### src/rtl/id_decode.sv
// id_decode: RV32 decode stage turning a fetched instruction + PC into the EX control bundle.
// Latency: one cycle; a bundle accepted at edge N is presented on the outputs right after edge N.
// Backpressure: single-entry output register, in_ready = !out_valid | out_ready (combinational).
//
// Ports:
//   clk, rst            rising-edge clock, synchronous active-high reset
//   flush               drops the held bundle and the instruction offered this cycle
//   in_valid/in_ready   fetch handshake carrying in_instr (32b) and in_pc (XLEN)
//   out_valid/out_ready EX handshake carrying out_pc, alu_op, alu_rs2_imm, imm,
//                       rs1_addr, rs2_addr, rd_addr, reg_write, illegal
//
// Optional feature: define ID_ILLEGAL_CHK_EN to register an 'illegal' flag with each
// bundle; otherwise 'illegal' is constant 0 and unsupported encodings decode silently
// to the NOP bundle.
module id_decode #(
  parameter int XLEN = 32
) (
  input  logic            clk,
  input  logic            rst,
  input  logic            flush,
  input  logic            in_valid,
  output logic            in_ready,
  input  logic [31:0]     in_instr,
  input  logic [XLEN-1:0] in_pc,
  output logic            out_valid,
  input  logic            out_ready,
  output logic [XLEN-1:0] out_pc,
  output logic [3:0]      alu_op,
  output logic            alu_rs2_imm,
  output logic [XLEN-1:0] imm,
  output logic [4:0]      rs1_addr,
  output logic [4:0]      rs2_addr,
  output logic [4:0]      rd_addr,
  output logic            reg_write,
  output logic            illegal
);

  // Major opcodes handled by this stage.
  localparam logic [6:0] OPC_OP_IMM = 7'b0010011;
  localparam logic [6:0] OPC_OP     = 7'b0110011;
  localparam logic [6:0] OPC_LUI    = 7'b0110111;

  // ALU operation encoding consumed by EX.
  localparam logic [3:0] ALU_ADD = 4'd0;
  localparam logic [3:0] ALU_SUB = 4'd1;
  localparam logic [3:0] ALU_AND = 4'd2;
  localparam logic [3:0] ALU_OR  = 4'd3;
  localparam logic [3:0] ALU_XOR = 4'd4;

  // Everything registered alongside the PC, packed so reset/load is one assignment.
  typedef struct packed {
    logic [3:0]      alu_op;
    logic            rs2_imm;
    logic [XLEN-1:0] imm;
    logic [4:0]      rs1;
    logic [4:0]      rs2;
    logic [4:0]      rd;
    logic            reg_write;
    logic            illegal;
  } ctrl_t;

  logic [6:0] opcode;
  logic [2:0] funct3;
  logic [6:0] funct7;

  assign opcode = in_instr[6:0];
  assign funct3 = in_instr[14:12];
  assign funct7 = in_instr[31:25];

  // The funct3 -> ALU mapping is shared by OP-IMM and OP (funct7 = 0).
  logic [3:0] f3_alu_op;
  logic       f3_ok;

  always_comb begin
    f3_alu_op = ALU_ADD;
    f3_ok     = 1'b1;
    case (funct3)
      3'b000:  f3_alu_op = ALU_ADD;
      3'b100:  f3_alu_op = ALU_XOR;
      3'b110:  f3_alu_op = ALU_OR;
      3'b111:  f3_alu_op = ALU_AND;
      default: f3_ok     = 1'b0;
    endcase
  end

  ctrl_t dec;
  logic  supported;

  always_comb begin
    // Unsupported encodings fall through as the all-zero NOP bundle, but the register
    // address fields are still passed straight from the instruction.
    dec       = '0;
    dec.rs1   = in_instr[19:15];
    dec.rs2   = in_instr[24:20];
    dec.rd    = in_instr[11:7];
    supported = 1'b0;

    case (opcode)
      OPC_OP_IMM: begin
        if (f3_ok) begin
          supported   = 1'b1;
          dec.alu_op  = f3_alu_op;
          dec.rs2_imm = 1'b1;
          dec.imm     = {{20{in_instr[31]}}, in_instr[31:20]};
        end
      end
      OPC_OP: begin
        if (funct7 == 7'h00 && f3_ok) begin
          supported  = 1'b1;
          dec.alu_op = f3_alu_op;
        end else if (funct7 == 7'h20 && funct3 == 3'b000) begin
          supported  = 1'b1;
          dec.alu_op = ALU_SUB;
        end
      end
      OPC_LUI: begin
        // LUI is executed as x0 + imm, so rs1 is forced to x0.
        supported   = 1'b1;
        dec.alu_op  = ALU_ADD;
        dec.rs2_imm = 1'b1;
        dec.rs1     = 5'd0;
        dec.imm     = {in_instr[31:12], 12'b0};
      end
      default: ;
    endcase

    // Writes to x0 are suppressed here so writeback never needs to check.
    dec.reg_write = supported && (dec.rd != 5'd0);

`ifdef ID_ILLEGAL_CHK_EN
    // The [1:0] check is implied by the opcode match; kept explicit for readability.
    dec.illegal = !supported || (in_instr[1:0] != 2'b11);
`else
    dec.illegal = 1'b0;
`endif
  end

  ctrl_t ctrl_q;
  logic  load;

  assign in_ready = !out_valid || out_ready;
  assign load     = in_valid && in_ready;

  // Priority: reset, then flush, then load, then drain. Bundle fields only change on
  // load (or reset), so they hold steady through stalls and after draining.
  always_ff @(posedge clk) begin
    if (rst) begin
      out_valid <= 1'b0;
      out_pc    <= '0;
      ctrl_q    <= '0;
    end else if (flush) begin
      out_valid <= 1'b0;
    end else if (load) begin
      out_valid <= 1'b1;
      out_pc    <= in_pc;
      ctrl_q    <= dec;
    end else if (out_ready) begin
      out_valid <= 1'b0;
    end
  end

  assign alu_op      = ctrl_q.alu_op;
  assign alu_rs2_imm = ctrl_q.rs2_imm;
  assign imm         = ctrl_q.imm;
  assign rs1_addr    = ctrl_q.rs1;
  assign rs2_addr    = ctrl_q.rs2;
  assign rd_addr     = ctrl_q.rd;
  assign reg_write   = ctrl_q.reg_write;
  assign illegal     = ctrl_q.illegal;

endmodule

### config.mk
export PLATFORM = sky130hd
export DESIGN_NAME = id_decode
export DESIGN_NICKNAME = d
export VERILOG_FILES = /design/src/rtl/id_decode.sv
export SDC_FILE = /design/constraint.sdc
export NUM_CORES = 1
export LEC_CHECK = 0
export BUFFER_PORTS_ARGS = -buffer_cell sky130_fd_sc_hd__buf_2
export CAP_MARGIN = 30
export CELL_PAD_IN_SITES_DETAIL_PLACEMENT = 1
export CELL_PAD_IN_SITES_GLOBAL_PLACEMENT = 1
export CORE_UTILIZATION = 30
export DETAILED_ROUTE_END_ITERATION = 7
export MAX_ROUTING_LAYER = met4
export PLACE_DENSITY_LB_ADDON = 0.1
export SETUP_SLACK_MARGIN = 0.2
export SLEW_MARGIN = 10
export SYNTH_ARGS = -nofsm -noshare
export SYNTH_HDL_FRONTEND = slang
export SYNTH_SLANG_ARGS = --single-unit
### constraint.sdc
create_clock -name clk -period 2.2 [get_ports clk]
set_input_delay 0.22 -clock clk [delete_from_list [all_inputs] [get_ports clk]]
set_output_delay 0.22 -clock clk [all_outputs]
set_load 0.005 [all_outputs]
==> impl_results.md, run 1 <==
- Post-DP HPWL: 7.31 mm
- DR pass1 iterations: 4
- Max-slew violations: 0
- Total Neg Setup Slack: 0 ns
- Final #Nets: 574
- Crit. End Element: flop
- DRT iter0 DRCs: 85
- CTS Sinks: 85
- Min cycle time layout: 1.67 ns
- CTS tree: yes
- Cts hold-fix bufs: 0
- Signal arrival time at the worst endpoint: between 1.5 and 2 ns
- Port Buffer Count: around 150
- Post-Synth XOR/XNOR Area: 0%
- Clock buffer depth: 2
- Synthesized area: approximately 3200 µm²
- CTS root buf: clkbuf_8
- Mapped Cells: 362
- Power Total: just over 3 mW
- Final ANT Viol Nets: 0
- Post-CTS sizing: 0
- Average cell area after synthesis: about 9 µm²
- Post-CTS setup buffers: 0
- Max Clock Skew: ~0.011 ns
- Worst-Margin Slew: between 0.6 and 0.7 ns
- H-tree depth: 3
- Synth area leader: dfxtp_1
- Ant diodes: 0
- Hold path depth: 2
- Worst reg-to-reg setup slack: approximately 0.53 ns
- Async set-reset flop share out of synthesis: 0%
- Largest net degree at the start of global routing: 47
- RSZ-0062 raised after global routing: no
- Setup violators final: 0
- R2r startpoint: out_valid
- R2R cell count: 5
- Drt total wl: around 10 mm
- GPL Wtd Cong: between 0.7 and 0.8
- Status: finished clean
- Adder-cell share of the synthesized area: 0%
- Storage cell area: 1700 µm²
- Chip Width: about 110 µm
- Top_reg_cell synth: dfxtp_1
- Flip-flop and latch count after synthesis: 85
- P&R area growth vs syn: 32.9%
- Fin crit share: approximately 76%
- Worst-Skew Late Latency: ~0.36 ns
- DRC violations left: 0
- Share of the synthesized area in the top cell type: between 50% and 60%
- WP data required: between 2 and 3 ns
- Critical path peak fanout: 24
- Min Hold Slack: approximately 0.044 ns
- Largest family of logic cells by synthesized area: compound AO/OA/AOI/OAI gates
- Final hold viol count: 0
- Initial Util: between 30% and 40%
- Core footprint: about 10000 µm²
- F_max: between 0.5 and 0.6 GHz
- Cts bufs inserted: 9
- Share of layout cells above drive strength 1: about 40%
- Simple-gate share of the synthesized area: roughly 18%
- Worst Hold Launch: flush
- Via density: 4.77
- Cell area power density: slightly above 700 nW/µm²
- Die height: 106 µm
- Avg WL per Cell: 15.8 µm
- Top cells by area, synth: dfxtp_1 52%, nand2_1 10%, a22oi_1 8.3%, a21oi_1 6.8%, a21oi_2 5.4%
- Vias after detailed routing: 3084
- Hold EP: out_valid
- Initial antenna violation count: 0
- First-pass GRT wire length: roughly 16 mm
- Multi-input gate area: between 1000 and 1500 µm²
- Clk slew on worst S/H paths: ~0.090 ns
- Rows: 37
- # fillers: between 1000 and 1500
- RR Endpoint: rs1_addr[0]
- IR drop worst, VDD: 0.000315 V
- Worst hold path class: in2reg
- Yosys warns: 0
- Mux contribution to synthesized area: less than 1%
- Compound-Gate Fraction of Synth Area: between 20% and 30%
- P_leak: about 1.9 nW
- Vias in the first global route: approximately 3200
- Max cap viols: 0
- Crit start category: flop
- Sequential area share after synthesis: ~52%
- Netlist cell types: 36
- Post-synth EDFFs: 0
- Die area: 11200 µm²
- GRT overflow: 0
- All-layer global routing usage: around a fifth
- IO Pins: 157
- Kind of critical path: reg2reg
- Rel. slew slack: 56.7%
## cell families after synthesis
kind of cell | after synthesis
AOI/OAI and AO/OA | 114
buffers and inverters | 32
and+or+nand+nor | 129
muxes | 1
DFF | 85
other | 1
## worst max-delay path by stage
stage | end | start | cells past startpoint | slack (ns)
floorplan | imm[12] | in_instr[6] | 6 | 0.89
global placement | imm[20] | in_instr[6] | 6 | 0.46
detailed placement | imm[27] | in_instr[6] | 6 | 0.40
CTS | imm[28] | out_valid | 5 | 0.49
global route | rs1_addr[0] | out_valid | 5 | 0.34
finish | rs1_addr[0] | out_valid | 5 | 0.53
## critical path, cell delays in order (launching register included)
cell and delay (ns):
dfxtp_1 0.31, nand2b_1 0.23, nand2_4 0.24, a31oi_1 0.55, a22oi_1 0.15, nor2_1 0.12
## synthesized netlist by cell type, types with 2 or more instances
cell type	n
a211oi_1	4
a21oi_1	44
a21oi_2	20
a22oi_1	36
a31oi_1	2
a32oi_1	2
and2_1	3
buf_2	13
buf_4	3
buf_6	3
clkbuf_1	10
dfxtp_1	85
inv_1	2
nand2_1	90
nand3b_1	2
nor2_1	22
o21ai_0	2
## per-layer routing
metal  GRT usage (%)  wire, µm  vias to the layer above
met5               -         0                        -
met4            5.06        78                        0
li1                -         -                     1532
met3            5.82       705                        6
met2            30.7      4850                       93
met1            22.8      4540                     1453
## per-stage QoR
| step | instance area [µm²] | worst slack, ns | util, % | cells |
|---|---|---|---|---|
| 6_report | 4310 | 0.533 | 41.4 | 646 |
| 5_1_grt | 4310 | 0.344 | 41.4 | 646 |
| 3_5_place_dp | 4100 | 0.400 | 39.4 | 630 |
| 3_3_place_gp | 4100 | 0.465 | 39.4 | 630 |
| 2_1_floorplan | 3250 | 0.890 | - | 363 |
| 4_1_cts | 4310 | 0.491 | 41.4 | 646 |
## state kept, by name (all words and copies together) (netlist names)
signal / count
imm: 32
out_pc: 32
rd_addr: 5
rs1_addr: 5
rs2_addr: 5
alu_op: 3
alu_rs2_imm: 1
out_valid: 1
reg_write: 1
## power by group
part	internal, mW	switching [mW]	leakage (nW)
sequential	1.58	0.0188	0.690
clock	0.587	0.569	0.102
combinational	0.116	0.172	1.12
## final cells by class
class / count / area share, %
Sequential cell: 85 / 39.5
Multi-Input combinational cell: 246 / 32.1
Timing Repair Buffer: 161 / 19.4
Tap cell: 136 / 3.95
Clock buffer: 11 / 3.51
Clock inverter: 5 / 1.36
Inverter: 2 / 0.174
## cells in the final DEF (no fill, tap or decap), drive strengths merged, types with 3 or more instances in the layout
cell type / n
nor2: 23
a22oi: 36
and2: 3
buf: 161
clkbuf: 11
nand2: 91
dfxtp: 85
a211oi: 4
a21oi: 64
Power figures use the tool's default switching activity.
==> run 2: changes to the inputs <==
--- a/config.mk
+++ b/config.mk
@@ -9,7 +9,7 @@
 export CAP_MARGIN = 30
 export CELL_PAD_IN_SITES_DETAIL_PLACEMENT = 1
 export CELL_PAD_IN_SITES_GLOBAL_PLACEMENT = 1
-export CORE_UTILIZATION = 30
+export CORE_UTILIZATION = 29
 export DETAILED_ROUTE_END_ITERATION = 7
 export MAX_ROUTING_LAYER = met4
 export PLACE_DENSITY_LB_ADDON = 0.1
==> constraint.sdc (replaced) <==
create_clock -name clk -period 1.5 [get_ports clk]
set_input_delay 0.15 -clock clk [delete_from_list [all_inputs] [get_ports clk]]
set_output_delay 0.15 -clock clk [all_outputs]
set_load 0.005 [all_outputs]
==> run 2 against run 1 <==
Effect of this change:
- core utilization shrank 0.32 points
- global-route usage shrank 0.58 points
- combinational power grew 58%
- via count grew 2.9%
- die area grew 3.4%
- sequential share of layout area shrank 1.4 points
- hold slack lost 0.017 ns
- critical path type unchanged
- largest cell class unchanged
==> impl_results.md, run 2 (synthesis results as in run 1) <==
- Status: finished clean
- Most common cell after layout, fill and taps aside: buf_2
- Most frequent cells in the layout: 153 x buf_2, 89 x nand2_1, 84 x dfxtp_1
- IR drop worst, VDD: about 0.00037 V
- Final ANT Viol Nets: 0
- Cell area power density: 950 nW/µm²
- Biggest cell delay along the critical path: ~0.34 ns
- Rows: 38
- Kind of critical path: reg2reg
- CTS tree: yes
- DR pass1 iterations: 4
- Multi-input gate area: around 1400 µm²
- Worst hold path class: in2reg
- Worst-Skew Late Latency: approximately 0.36 ns
- Cts bufs inserted: 9
- Via density: 4.79
- Total Neg Setup Slack: 0 ns
- Avg WL per Cell: approximately 15 µm
- Critical path's slowest cell: dfxtp_2
- Power Total: 4.25 mW
- Post-DP HPWL: around 7.4 mm
- Drt total wl: around 10 mm
- Max cap viols: 0
- RSZ-0062 raised after global routing: yes
- Vias after detailed routing: ~3200
- DRC violations left: 0
- Clk slew on worst S/H paths: approximately 0.080 ns
- Final #Nets: 589
- Crit path buffers/inverters: 2
- Clock buffer depth: 2
- Pre-CTS setup slack: -0.0243 ns
- Slack of the critical path: roughly 0.25 ns
- Die height: 108 µm
- GPL Wtd Cong: 0.764
- H-tree depth: 3
- F_max: around 0.80 GHz
- P_sw: approximately 1.1 mW
- Initial antenna violation count: 0
- P_leak: about 2.0 nW
- Internal power: between 3 and 4 mW
- GRT overflow: 0
- Chip Width: between 100 and 150 µm
- Switching part of the total: 25.1%
- Largest delay share family, worst path: flip-flops
- CTS Sinks: 85
- Critical path peak fanout: 14
- IO Pins: roughly 160
- Port Buffer Count: ~150
- End-of-flow core utilization: about two fifths
- WP data required: ~1.8 ns
- Setup violators final: 0
- Seq pwr share: about 55%
- Vias in the first global route: about 3200
- CTS root buf: clkbuf_8
- Max Clock Skew: roughly 0.0033 ns
- Core footprint: between 10000 and 15000 µm²
- Combinational Power Share: around a tenth
- Ant diodes: 0
- Crit start category: flop
- Clk pwr share: 34.1%
- Share of layout cells above drive strength 1: 42.1%
- Largest net degree at the start of global routing: 38
- Min Hold Slack: 0.0274 ns
- P&R area growth vs syn: 37.9%
- Die area: between 10000 and 15000 µm²
- # fillers: 1304
- Cell breakdown of the critical path: nand2b_4 -> nand4_4 -> buf_6 -> nor2_8 -> buf_12 -> a22oi_1 -> a21oi_2
- DRT iter0 DRCs: 94
- All-layer global routing usage: ~18%
- Crit. End Element: flop
- Max-slew violations: 0
- Min cycle time layout: 1.25 ns
- Fin crit share: 83.0%
- Initial Util: about 30%
- Final hold viol count: 0
- Signal arrival time at the worst endpoint: 1.54 ns
- First-pass GRT wire length: ~16 mm
- Storage cell area: between 1500 and 2000 µm²
-- run 2: cell count changes in the layout (fill, tap and decap cells not counted), moves of 2 or more --
cell,delta
buf_6,+7
clkinvlp_4,-2
buf_4,+4
buf_12,+3
-- run 2: power groups by stage --
| stage | logic (mW) | clock network, mW | registers, mW |
|---|---|---|---|
| after global routing | 0.510 | 1.60 | 2.35 |
| final | 0.456 | 1.45 | 2.34 |
| after floorplan | 0.190 | 0 | 2.40 |
| after detailed placement | 0.455 | 0 | 2.40 |
| after CTS | 0.464 | 1.52 | 2.34 |
| after global placement | 0.446 | 0 | 2.39 |
-- run 2: metal layers --
metal  vias up  global-route usage, %  share of wire, %
li1       1553                      -                 -
met1      1503                   22.3                45
met2       105                   29.3                48
met3        12                   4.00               5.9
met4         0                   7.63               1.6
met5         -                      -                 0
-- run 2: what timing repair did --
item | in CTS | in global routing
endpoints found under the setup margin | 72 | 34
pin swaps | 3 | 3
resized for setup | 6 | 7
hold endpoints to repair | 1 | 0
setup buffers | 4 | 0
hold buffers | 1 | 0
-- run 2: metrics by stage --
stage	area, µm²	instances
after floorplan	3250	363
after global placement	4200	644
after detailed placement	4200	644
after CTS	4450	663
after global routing	4470	663
final	4470	663
-- run 2: path summary, 6_finish.rpt --
path,start,to,slack (ns),cells past startpoint
hold reg to reg,rd_addr[4],rd_addr[4],0.45,2
hold / removal,in_pc[22],out_pc[22],0.03,3
setup / recovery,out_valid,imm[25],0.25,7
setup reg to reg,out_valid,imm[25],0.25,7
-- run 2: layout make-up --
| type | count | area share [%] |
|---|---|---|
| multi-input combinational | 246 | 31.4 |
| clock buffer | 12 | 3.47 |
| tap | 140 | 3.92 |
| timing repair buffer | 176 | 22.7 |
| inverter | 2 | 0.168 |
| clock inverter | 2 | 0.224 |
| sequential | 85 | 38.1 |
-- run 2: worst register-to-register path: stages, from the launching register on --
cell      delay (ns)
dfxtp_2         0.34
nand2b_4        0.10
nand4_4         0.12
buf_6           0.16
nor2_8          0.10
buf_12          0.15
a22oi_1         0.09
a21oi_2         0.14
==> run 3: changes to the inputs <==
--- a/config.mk
+++ b/config.mk
@@ -9,7 +9,7 @@
 export CAP_MARGIN = 30
 export CELL_PAD_IN_SITES_DETAIL_PLACEMENT = 1
 export CELL_PAD_IN_SITES_GLOBAL_PLACEMENT = 1
-export CORE_UTILIZATION = 29
+export CORE_UTILIZATION = 30
 export DETAILED_ROUTE_END_ITERATION = 7
 export MAX_ROUTING_LAYER = met4
 export PLACE_DENSITY_LB_ADDON = 0.1
==> constraint.sdc (replaced) <==
create_clock -name clk -period 1.2 [get_ports clk]
set_input_delay 0.12 -clock clk [delete_from_list [all_inputs] [get_ports clk]]
set_output_delay 0.12 -clock clk [all_outputs]
set_load 0.005 [all_outputs]
==> run 3 against run 2 <==
Effect of this change:
- the flow now finishes with violations (setup timing)
- power grew 53%
- cell count grew 9.8%
- worst setup slack lost 0.36 ns
- core utilization up 12 points
- critical path type unchanged
- critical endpoint is now imm[13]
- largest cell class is now buffers
- highest routed layer unchanged
==> impl_results.md, run 3 (synthesis results as in run 1) <==
- DRC violations left: 0
- Die area: between 10000 and 15000 µm²
- GRT overflow: 0
- IR drop worst, VDD: roughly 0.00046 V
- All-layer global routing usage: 21.7%
- CTS tree: yes
- Crit. End Element: flop
- Port Buffer Count: ~150
- Ant diodes: 0
- Signal arrival time at the worst endpoint: around 1.6 ns
- Crit start category: flop
- Post-route cell area: 5530 µm²
- P&R area growth vs syn: 70.3%
- Largest net degree at the start of global routing: 34
- Vias after detailed routing: around 3500
- Chip Width: 106 µm
- First-pass GRT wire length: approximately 18 mm
- Status: complete, but fails checks
- Vias in the first global route: ~3700
- Drt total wl: 11.9 mm
- Critical path peak fanout: 10
- Fin crit share: 109%
- Most common cell after layout, fill and taps aside: buf_2
- DP Area: between 4000 and 5000 µm²
- Final hold viol count: 0
- CTS Sinks: between 80 and 90
- H-tree depth: 3
- Max cap viols: 0
- RSZ-0062 raised after global routing: yes
- DR pass1 iterations: 4
- Die height: ~110 µm
- Worst-Margin Slew: 0.492 ns
- Final #Nets: around 660
- Rel. slew slack: roughly two thirds
- Final ANT Viol Nets: 0
- Cts bufs inserted: 9
- Share of layout cells above drive strength 1: approximately 50%
- Initial Util: between 30% and 40%
- DRT iter0 DRCs: 99
- P_leak: around 2.5 nW
- Core footprint: ~10000 µm²
- Total Neg Setup Slack: -3.86 ns
- Clock buffer depth: 2
- Avg WL per Cell: about 16 µm
- Via density: ~4.8
- IO Pins: about 160
- Rows: 37
- Cell area power density: roughly 1200 nW/µm²
- Post-DP HPWL: 7.67 mm
- Clk slew on worst S/H paths: about 0.090 ns
- GPL Wtd Cong: a little over 0.8
- Kind of critical path: reg2reg
- Initial antenna violation count: 0
- Slack of the critical path: -0.110 ns
- Worst hold path class: in2reg
- Worst-Skew Late Latency: 0.36 ns
- Most frequent cells in the layout: 152 x buf_2, 89 x nand2_1, 72 x dfxtp_1
- Min cycle time layout: around 1.3 ns
- Failing checks: setup timing
- Max Clock Skew: between 0.004 and 0.005 ns
- Max-slew violations: 0
- CTS root buf: clkbuf_8
- Setup violators final: 76
- F_max: 0.763 GHz
- WP data required: 1.46 ns
-- run 3: changes by cell type in the layout (fill, tap and decap cells not counted), sizes merged --
cell / delta
bufinv: +4
dlygate4sd3: +37
buf: +25
bufbuf: +2
clkbuf: +1
-- run 3: cell type report --
type                    instances  area (µm²)
flip-flops and latches         85        1720
repair buffers                243        1810
clock buffers                  10         138
multi-input cells             246        1550
well taps                     136         170
fillers                      1228        4890
inverters                       2        7.51
clock inverters                 6         134
-- run 3: where the power goes --
| group | total, mW | leakage (nW) | switching (mW) | internal, mW |
|---|---|---|---|---|
| combinational | 0.826 | 1.63 | 0.395 | 0.431 |
| sequential | 2.93 | 0.697 | 0.0372 | 2.89 |
| clock | 2.72 | 0.136 | 1.07 | 1.65 |
| total | 6.48 | 2.46 | 1.51 | 4.97 |
-- run 3: through the flow --
stage / setup slack, ns / cells / total power [mW] / hold WS [ns] / util, %
after global routing: -0.212 / 728 / 6.73 / 0.00296 / 53.0
final: -0.110 / 728 / 6.48 / 0.0123 / 53.0
after floorplan: -0.00612 / 363 / 3.26 / 0.185 / -
after global placement: -0.342 / 654 / 3.58 / 0.284 / 41.7
after CTS: -0.126 / 722 / 6.48 / 0.00443 / 50.8
after detailed placement: -0.352 / 654 / 3.60 / 0.288 / 41.7
-- run 3: worst max-delay path, cell delays in order, from the launching register on --
cell       delay [ns]
dfxtp_2          0.34
nand2b_4         0.09
buf_4            0.14
nand2_8          0.09
bufbuf_16        0.28
a22oi_2          0.18
a21oi_2          0.07
-- run 3: what timing repair did --
action,4_1_cts,5_1_grt
gates cloned,4,3
buffers inserted,10,3
setup endpoints to repair,86,97
hold endpoints to repair,37,0
pin swaps,5,6
resized for setup,22,40
hold buffers,38,0
-- run 3: per-layer routing --
| metal | vias to the layer above | wire length (µm) | track usage (%) |
|---|---|---|---|
| met2 | 110 | 5910 | 37.2 |
| li1 | 1698 | - | - |
| met4 | 0 | 215 | 8.93 |
| met3 | 18 | 691 | 5.33 |
| met5 | - | 0 | - |
| met1 | 1643 | 5050 | 24.1 |
-- run 3: worst paths after layout --
kind	startpoint	to	slack (ns)	depth (start not counted)
min	in_instr[15]	rs1_addr[0]	0.01	3
max reg2reg	out_valid	imm[13]	-0.11	6
max	out_valid	imm[13]	-0.11	6
min reg2reg	out_pc[14]	out_pc[14]	0.45	2
